[config.mk]
export PLATFORM = sky130hd
export DESIGN_NAME = pu_cop0
export DESIGN_NICKNAME = d
export VERILOG_FILES = /design/src/rtl/pu_cop0_pkg.sv /design/src/rtl/pu_cop0_timer.sv /design/src/rtl/pu_cop0.sv
export SDC_FILE = /design/constraint.sdc
export NUM_CORES = 1
export LEC_CHECK = 0
export BUFFER_PORTS_ARGS = -buffer_cell sky130_fd_sc_hd__buf_2
export CORE_MARGIN = 2
export CORE_UTILIZATION = 52
export CTS_BUF_LIST = sky130_fd_sc_hd__clkbuf_8
export DETAILED_ROUTE_END_ITERATION = 10
export GPL_TIMING_DRIVEN = 0
export PLACE_DENSITY = 0.8
export SLEW_MARGIN = 25
export SYNTH_ARGS = -nofsm -noshare
export SYNTH_HDL_FRONTEND = slang
export SYNTH_SLANG_ARGS = --single-unit
export TNS_END_PERCENT = 20
[constraint.sdc]
create_clock -name clk -period 3.85 [get_ports clk]
set_clock_uncertainty 0.2 [all_clocks]
set_input_delay 0.1925 -clock clk [delete_from_list [all_inputs] [get_ports clk]]
set_output_delay 0.1925 -clock clk [all_outputs]
set_load 0.03 [all_outputs]
[src/rtl/pu_cop0_pkg.sv]
// pu_cop0_pkg: shared definitions for the CP0 commit block.
// Holds COP op codes, CP0 register numbers, ExcCode values, the
// redirect FSM state encoding and Status/Cause bit positions.
package pu_cop0_pkg;

    // COP operation carried by the WB record
    localparam logic [2:0] COP_NOP  = 3'd0;
    localparam logic [2:0] COP_MTC0 = 3'd1;
    localparam logic [2:0] COP_ERET = 3'd2;

    // CP0 register numbers
    localparam logic [4:0] CP0_COUNT   = 5'd9;
    localparam logic [4:0] CP0_COMPARE = 5'd11;
    localparam logic [4:0] CP0_STATUS  = 5'd12;
    localparam logic [4:0] CP0_CAUSE   = 5'd13;
    localparam logic [4:0] CP0_EPC     = 5'd14;

    // ExcCode for an external/timer interrupt
    localparam logic [4:0] EXC_INT = 5'd0;

    // Status / Cause bit positions
    localparam int STATUS_IE    = 0;
    localparam int STATUS_EXL   = 1;
    localparam int STATUS_IM_LO = 8;
    localparam int CAUSE_BD     = 31;
    localparam int CAUSE_IP_LO  = 8;
    localparam int CAUSE_EXC_LO = 2;

    // Redirect sequencer: event -> flush cycle -> redirect cycle -> run
    typedef enum logic [1:0] {
        ST_RUN   = 2'd0,
        ST_FLUSH = 2'd1,
        ST_REDIR = 2'd2
    } cop0_state_e;

    // Restart word address for a trapped instruction: a delay-slot
    // instruction restarts at its branch, one word earlier.
    function automatic logic [29:0] restart_pc(input logic [29:0] pc, input logic bd);
        return bd ? (pc - 30'd1) : pc;
    endfunction

endpackage

[src/rtl/pu_cop0_timer.sv]
// pu_cop0_timer: CP0 Count/Compare pair and the timer-pending flag.
// Ports: clk, rst (async active-high); count_we/compare_we with shared
// wdata (MTC0 writes); count, compare, pending outputs (all registered).
module pu_cop0_timer (
    input  logic        clk,
    input  logic        rst,
    input  logic        count_we,
    input  logic        compare_we,
    input  logic [31:0] wdata,
    output logic [31:0] count,
    output logic [31:0] compare,
    output logic        pending
);

    logic [31:0] count_r;
    logic [31:0] compare_r;
    logic        pending_r;

    // Free-running counter, compare register and sticky match flag;
    // a Compare write clears pending even in a matching cycle.
    always_ff @(posedge clk or posedge rst) begin
        if (rst) begin
            count_r   <= 32'd0;
            compare_r <= 32'd0;
            pending_r <= 1'b0;
        end else begin
            count_r <= count_we ? wdata : (count_r + 32'd1);
            if (compare_we) begin
                compare_r <= wdata;
                pending_r <= 1'b0;
            end else if (count_r == compare_r) begin
                pending_r <= 1'b1;
            end else begin
                pending_r <= pending_r;
            end
        end
    end

    assign count   = count_r;
    assign compare = compare_r;
    assign pending = pending_r;

endmodule

[src/rtl/pu_cop0.sv]
// pu_cop0: commit-side CP0. Consumes the WB record, holds Status, Cause,
// EPC, Count, Compare, arbitrates exception > interrupt > ERET > MTC0,
// then flushes the pipeline and redirects fetch.
// Ports: clk, rst (async active-high); wb_* writeback record; irq lines;
// cop_rd_addr/cop_rd_data MFC0 read port (combinational); wb_kill
// (combinational); flush, stall, new_pc_en, new_pc, exl.
module pu_cop0
    import pu_cop0_pkg::*;
#(
    parameter logic [29:0] EXC_VECTOR = 30'h0000_0020,
    parameter int          INT_NUM    = 6
) (
    input  logic               clk,
    input  logic               rst,
    input  logic               wb_en,
    input  logic [29:0]        wb_pc,
    input  logic [2:0]         wb_cop_op,
    input  logic [31:0]        wb_cop_data,
    input  logic [4:0]         wb_rd_addr,
    input  logic               wb_bd,
    input  logic [3:0]         wb_exp,
    input  logic [INT_NUM-1:0] irq,
    input  logic [4:0]         cop_rd_addr,
    output logic [31:0]        cop_rd_data,
    output logic               wb_kill,
    output logic               flush,
    output logic               stall,
    output logic               new_pc_en,
    output logic [29:0]        new_pc,
    output logic               exl
);

    cop0_state_e state_r, state_nxt_s;

    logic        ie_r, exl_r, bd_r;
    logic [7:0]  im_r;
    logic [4:0]  exc_r;
    logic [29:0] epc_r;
    logic [29:0] new_pc_r;

    logic [31:0] count_s, compare_s;
    logic        timer_pend_s;
    logic [7:0]  ip_s;
    logic        take_exc_s, take_int_s, trap_s, do_eret_s, do_mtc0_s;

    // Live pending-interrupt vector: IP7 also carries the timer
    assign ip_s = {irq[5] | timer_pend_s, irq[4:0], 2'b00};

    // Event arbitration, only while running and the WB record is valid
    always_comb begin
        take_exc_s = 1'b0;
        take_int_s = 1'b0;
        do_eret_s  = 1'b0;
        do_mtc0_s  = 1'b0;
        if ((state_r == ST_RUN) && wb_en) begin
            take_exc_s = (wb_exp != 4'd0);
            take_int_s = !take_exc_s && ie_r && !exl_r && ((ip_s & im_r) != 8'd0);
            do_eret_s  = !take_exc_s && !take_int_s && (wb_cop_op == COP_ERET);
            do_mtc0_s  = !take_exc_s && !take_int_s && (wb_cop_op == COP_MTC0);
        end else begin
            take_exc_s = 1'b0;
        end
    end

    assign trap_s  = take_exc_s | take_int_s;
    assign wb_kill = trap_s;

    // Redirect sequencer state register
    always_ff @(posedge clk or posedge rst) begin
        if (rst) begin
            state_r <= ST_RUN;
        end else begin
            state_r <= state_nxt_s;
        end
    end

    // Next-state: any accepted trap or ERET starts a two-cycle redirect
    always_comb begin
        state_nxt_s = state_r;
        case (state_r)
            ST_RUN:   state_nxt_s = (trap_s || do_eret_s) ? ST_FLUSH : ST_RUN;
            ST_FLUSH: state_nxt_s = ST_REDIR;
            ST_REDIR: state_nxt_s = ST_RUN;
            default:  state_nxt_s = ST_RUN;
        endcase
    end

    // Sequencer outputs decoded from the state register
    always_comb begin
        flush     = 1'b0;
        stall     = 1'b0;
        new_pc_en = 1'b0;
        case (state_r)
            ST_FLUSH: begin
                flush = 1'b1;
                stall = 1'b1;
            end
            ST_REDIR: begin
                stall     = 1'b1;
                new_pc_en = 1'b1;
            end
            default: begin
                flush = 1'b0;
            end
        endcase
    end

    // Status/Cause/EPC and redirect target update; a trap while EXL is
    // already set keeps the original EPC/BD so the outer return survives.
    always_ff @(posedge clk or posedge rst) begin
        if (rst) begin
            ie_r     <= 1'b0;
            exl_r    <= 1'b0;
            im_r     <= 8'd0;
            bd_r     <= 1'b0;
            exc_r    <= 5'd0;
            epc_r    <= 30'd0;
            new_pc_r <= 30'd0;
        end else if (trap_s) begin
            if (!exl_r) begin
                epc_r <= restart_pc(wb_pc, wb_bd);
                bd_r  <= wb_bd;
            end
            exc_r    <= take_exc_s ? {1'b0, wb_exp} : EXC_INT;
            exl_r    <= 1'b1;
            new_pc_r <= EXC_VECTOR;
        end else if (do_eret_s) begin
            exl_r    <= 1'b0;
            new_pc_r <= epc_r;
        end else if (do_mtc0_s) begin
            case (wb_rd_addr)
                CP0_STATUS: begin
                    ie_r  <= wb_cop_data[STATUS_IE];
                    exl_r <= wb_cop_data[STATUS_EXL];
                    im_r  <= wb_cop_data[STATUS_IM_LO +: 8];
                end
                CP0_EPC: epc_r <= wb_cop_data[31:2];
                default: epc_r <= epc_r;
            endcase
        end
    end

    pu_cop0_timer u_timer (
        .clk        (clk),
        .rst        (rst),
        .count_we   (do_mtc0_s && (wb_rd_addr == CP0_COUNT)),
        .compare_we (do_mtc0_s && (wb_rd_addr == CP0_COMPARE)),
        .wdata      (wb_cop_data),
        .count      (count_s),
        .compare    (compare_s),
        .pending    (timer_pend_s)
    );

    // MFC0 read mux; unmapped registers read zero
    always_comb begin
        cop_rd_data = 32'd0;
        case (cop_rd_addr)
            CP0_COUNT:   cop_rd_data = count_s;
            CP0_COMPARE: cop_rd_data = compare_s;
            CP0_STATUS:  cop_rd_data = {16'd0, im_r, 6'd0, exl_r, ie_r};
            CP0_CAUSE:   cop_rd_data = {bd_r, 15'd0, ip_s, 1'b0, exc_r, 2'b00};
            CP0_EPC:     cop_rd_data = {epc_r, 2'b00};
            default:     cop_rd_data = 32'd0;
        endcase
    end

    assign new_pc = new_pc_r;
    assign exl    = exl_r;

endmodule

Yosys cells after proc, flatten, opt, wreduce, memory -nomap -nowiden
Index checks and enable logic that the tools add are counted.
Operators by class
  bitwise gates (word level): 6
  $add $sub $neg: 2
  mux-type cells: 26
  reduce and logical (&&, ||, !) cells: 27
  equal/unequal tests: 16
Operators with widths (count)
  2-to-1 mux 30 bit: 8
  one-hot mux 32 bit (5 select lines): 1
  == test 5 x 4 -> 1 bit (second input constant): 9
  adder 32 x 1 -> 32 bit (second input constant): 1
  == test 32 bit: 1
  2-to-1 mux 32 bit: 1
  subtractor 30 x 1 -> 30 bit (second input constant): 1
  2-to-1 mux 1 bit: 14
  logical AND 1 bit: 9
  AND 8 bit: 1
  AND reduction 4 bit: 2
  nonzero test 2 bit: 4
  nonzero test 8 bit: 1
  nonzero test 3 bit: 2
  2-to-1 mux 4 bit: 1
  != test 2 bit (second input constant): 2
  one-hot mux 2 bit (2 select lines): 1
  AND reduction 2 bit: 2
  nonzero test 4 bit: 1
  == test 3 x 1 -> 1 bit (second input constant): 1
  == test 3 x 2 -> 1 bit (second input constant): 1
  logical NOT 1 bit: 3
  NOT 1 bit: 3
  == test 2 x 1 -> 1 bit (second input constant): 1
  other kinds (5): 6
Word-level totals
  output and inout port bits: 67
  register bits: 143

Depth between registers and ports, before layout
  depth in word-level cells: 12
  depth in mapped cells: 9
  mapped depth without buffers: 7

By module
From an unflattened synthesis, not the netlist that was laid out.
Unflattened totals
  cell total of the unflattened synthesis: 851
  area total of the unflattened synthesis: 8227.9 um2
Modules (own cells, without submodules)
  pu_cop0: area an instance 4894.7 um2, cells each 544, seq. area each 1926.8 um2, times used 1
  pu_cop0_timer: area an instance 3333.2 um2, cells each 307, seq. area each 1626.6 um2, times used 1

Worst setup path before layout
No wires, ideal clock.
  kind: input port to output port
  from: input port cop_rd_addr[1]
  to: output port cop_rd_data[10]
  stages on the path: 5
  data arrival time: 2.079 ns
  slack: 1.379 ns
  data required time: 3.457 ns
  cell sequence: clkbuf_1 -> clkbuf_1 -> buf_1 -> mux2i_1 -> o21ai_0
On the way
  longest elaborated chain between the ends: 2
RTL lines
  start, declared: RTL line pu_cop0.sv:23  | input logic [4:0] cop_rd_addr,
  == test 5 x 4 -> 1 bit: RTL line pu_cop0.sv:157  | case (cop_rd_addr)
  one-hot mux 32 bit (5 select lines) *: RTL line pu_cop0.sv:157
  end, declared: RTL line pu_cop0.sv:24  | output logic [31:0] cop_rd_data,
Every way passes the cells marked *; elsewhere a longest branch is shown, timed or not.

Final worst setup path
  from: register exl_r (netlist: exl)
  to: output port wb_kill
On the way
  longest elaborated chain between the ends: 5
RTL lines
  start, declared: RTL line pu_cop0.sv:35  | logic ie_r, exl_r, bd_r;
  start signal, assigned: RTL line pu_cop0.sv:134  | exl_r <= wb_cop_data[STATUS_EXL];
  logical NOT 1 bit
  logical AND 1 bit (2 in series): RTL line pu_cop0.sv:57  | take_int_s = !take_exc_s && ie_r && !exl_r && ((ip_s & im_r) != 8'd0);
  2-to-1 mux 1 bit: RTL line pu_cop0.sv:55  | if ((state_r == ST_RUN) && wb_en) begin
  bitwise OR 1 bit: RTL line pu_cop0.sv:65  | assign trap_s = take_exc_s | take_int_s;
  end, declared: RTL line pu_cop0.sv:25  | output logic wb_kill,
No other way between the ends.

==> impl_metrics.env <==
export IMPL_status="completed"
export IMPL_drive_above_1_share_pct=23.9
export IMPL_drv_slew=0
export IMPL_die_w_um=129
export IMPL_drt_pass1_iter_count=6
export IMPL_clock_sinks=142
export IMPL_tns_ns=0
export IMPL_fin_crit_ns=3.17
export IMPL_io_buffers=153
export IMPL_seqCellArea_um2=3550
export IMPL_ctsHoldBuffers=53
export IMPL_initial_utilization_pct=53.5
export IMPL_synth_most_common_cell="dfrtp_1"
export IMPL_rsz0062_at_grt="no"
export IMPL_grt_pass1_vias=7864
export IMPL_ys_async_sr_fraction_pct=100
export IMPL_ir_worst_vdd_v=0.000267
export IMPL_grt_usage_pct=33.6
export IMPL_r2r_slack_ns=0.86
export IMPL_syn_area_um2=8170
export IMPL_cp_required_ns=3.46
export IMPL_reg2reg_to="exc_r[2]$_DFFE_PP0P_"
export IMPL_fin_nets=1189
export IMPL_antenna_found_initial=0
export IMPL_die_h_um=129
export IMPL_grt_max_degree=33
export IMPL_rr_worst_depth=6
export IMPL_clkTransAtPathRegs_ns=0.08
export IMPL_cellPowerDensity_nw_per_um2=381
export IMPL_wl_per_cell_um=20.9
export IMPL_synth_warnings=0
export IMPL_fmaxAchievable_mhz=316
export IMPL_post_cts_buffers=0
export IMPL_cts_root_buf="clkbuf_8"
export IMPL_finalCritPeriodShare_pct=82.3
export IMPL_start_kind="flip-flop"
export IMPL_post_synth_num_cell_types=57
export IMPL_clockBufferDepth=2
export IMPL_die_area_um2=16700
export IMPL_overflow=0
export IMPL_core_um2=15300
export IMPL_ys_seq_elements=142
export IMPL_max_stage_delay_ns=0.50
export IMPL_slew_headroom_pct=50.2
export IMPL_fillers=1241
export IMPL_r2r_start="im_r[5]$_DFFE_PP0P_"
export IMPL_rows=45
export IMPL_htree_levels=4
export IMPL_dpl_cell_count=1234
export IMPL_crit_type="flip-flop to output pin"
export IMPL_io_pins=156
export IMPL_setup_viol=0
export IMPL_critPathTopFamily="buffers and inverters"
export IMPL_maxCapViolCount=0
export IMPL_drc=0
export IMPL_synth_edf_count=0
export IMPL_vias_per_cell=6.19
export IMPL_slowest_stage="a31oi_1"
export IMPL_place_congestion=1.00
export IMPL_crit_fanout=10
export IMPL_synthCells=865
export IMPL_postRouteAntennaNets=0
export IMPL_total_power_mw=3.92
export IMPL_cts_resized=0
export IMPL_synthTopCellsByCount="142 x dfrtp_1, 88 x nand2_1, 67 x nor2_1, 53 x xnor2_1, 52 x o21ai_0"
export IMPL_hold_viol_final=0
export IMPL_wirelength_um=27500
export IMPL_avgSynthCellArea_um2=9.44
export IMPL_ys_flop_type="dfrtp_1"
export IMPL_hold_path_end="epc_r[6]$_DFFE_PP0P_"
export IMPL_endpoint_kind="output pin"
export IMPL_hold_depth=4
export IMPL_power_leakage_nw=4.61
export IMPL_multi_input_area_um2=4300
export IMPL_syn_num_nets=959
export IMPL_n_antenna_cell=0
export IMPL_final_area_um2=10300
export IMPL_hpwl_um=20300
export IMPL_tightest_slew_ns=0.741
export IMPL_yosysSeqAreaShare_pct=43.5
export IMPL_clock_latency_ns=0.46
export IMPL_syn_to_final_growth_pct=25.9
export IMPL_drt_iter0_markers=804
export IMPL_fin_cells=1318
export IMPL_cts_tree="done"
export IMPL_worstPathCellList="nand2b_1 -> a31oi_1 -> o21bai_2 -> inv_2 -> clkbuf_1 -> buf_2"
export IMPL_min_path_type="input port to flip-flop"
export IMPL_worstPathBufferInverterCount=3
export IMPL_synth_area_leader_cell="dfrtp_1"
export IMPL_synthTopCellsByArea="dfrtp_1 44%, mux2_2 6.8%, xnor2_1 5.7%"
export IMPL_grt_pass1_wl_um=42500
export IMPL_worst_hold_startpoint="wb_pc[6]"
export IMPL_critical_path_arrival_ns=2.78
export IMPL_cts_buffers=17
export IMPL_dpl_cell_area_um2=9310
export IMPL_route_vias_total=8162
export IMPL_synth_top_area_share_pct=43.5
[cell families after synthesis]
kind of cell / Yosys count / synth area share [%]
simple gates: 309 / 18.7
xor+xnor: 73 / 7.83
buf+inv: 77 / 3.82
compound gates: 188 / 15.9
flops: 142 / 43.5
mux: 71 / 9.47
fa+ha+maj: 5 / 0.766
[how the worst max path moves through the flow]
| stage | start | end | cells after the start |
|---|---|---|---|
| detailed placement | im_r[5]$_DFFE_PP0P_ | epc_r[6]$_DFFE_PP0P_ | 7 |
| global placement | rst | u_timer.count[24]$_DFF_PP0_ | 2 |
| finish | exl$_DFFE_PP0P_ | wb_kill | 6 |
| global route | exl$_DFFE_PP0P_ | wb_kill | 6 |
| CTS | exl$_DFFE_PP0P_ | wb_kill | 6 |
| floorplan | cop_rd_addr[1] | cop_rd_data[10] | 5 |
[registers in the layout (all words and copies together) (netlist names)]
register,flops
exc_r,4
u_timer.pending,1
u_timer.compare,32
epc_r,30
exl,1
ie_r,1
im_r,8
u_timer.count,32
state_r,2
new_pc,30
bd_r,1
[tightest hold or removal path, delay by kind of cell]
kind,cells,cell delay [ns]
buffers and inverters,1,0.13
multiplexers,1,0.12
XOR/XNOR,1,0.10
AO/OA/AOI/OAI,1,0.09
[layout make-up]
cell class | instances | area share (%)
multi-input combinational | 646 | 41.8
sequential | 142 | 34.6
clock inverter | 13 | 1.92
tap | 211 | 2.57
buffer | 63 | 2.52
inverter | 14 | 0.548
clock buffer | 18 | 2.41
timing repair buffer | 211 | 13.7
[through the flow]
stage	setup WS, ns	utilization (%)	hold slack [ns]
after floorplan	1.38	-	0.0979
after detailed placement	0.991	61.0	-0.128
after global routing	0.610	67.4	0.0337
final	0.682	67.4	0.0136
after CTS	0.671	67.4	0.00272
after global placement	0.788	60.3	0.228
[report_power, final]
group | total [mW] | switching [mW] | internal, mW
Combinational | 0.721 | 0.413 | 0.308
Clock | 1.37 | 0.596 | 0.778
Sequential | 1.83 | 0.187 | 1.64
Total | 3.92 | 1.20 | 2.73
[cell usage in the layout (no fill, tap or decap), types with 21 or more instances in the layout]
cell	count
a21oi_1	33
a22o_1	34
buf_2	171
clkbuf_1	43
dfrtp_1	142
dlygate4sd3_1	53
mux2_2	49
mux2i_1	21
nand2_1	88
nand3_1	43
nand4_1	27
nor2_1	67
nor3_1	27
o21ai_0	52
xnor2_1	53
[metal layers]
| metal | GRT usage, % | up-vias | part of all wire (%) |
|---|---|---|---|
| met1 | 45.5 | 4015 | 41 |
| met4 | 15.0 | 0 | 4.8 |
| li1 | - | 3599 | - |
| met2 | 54.0 | 456 | 46 |
| met5 | 0 | - | 0 |
| met3 | 5.20 | 92 | 8.1 |
Power figures use the tool's default switching activity.
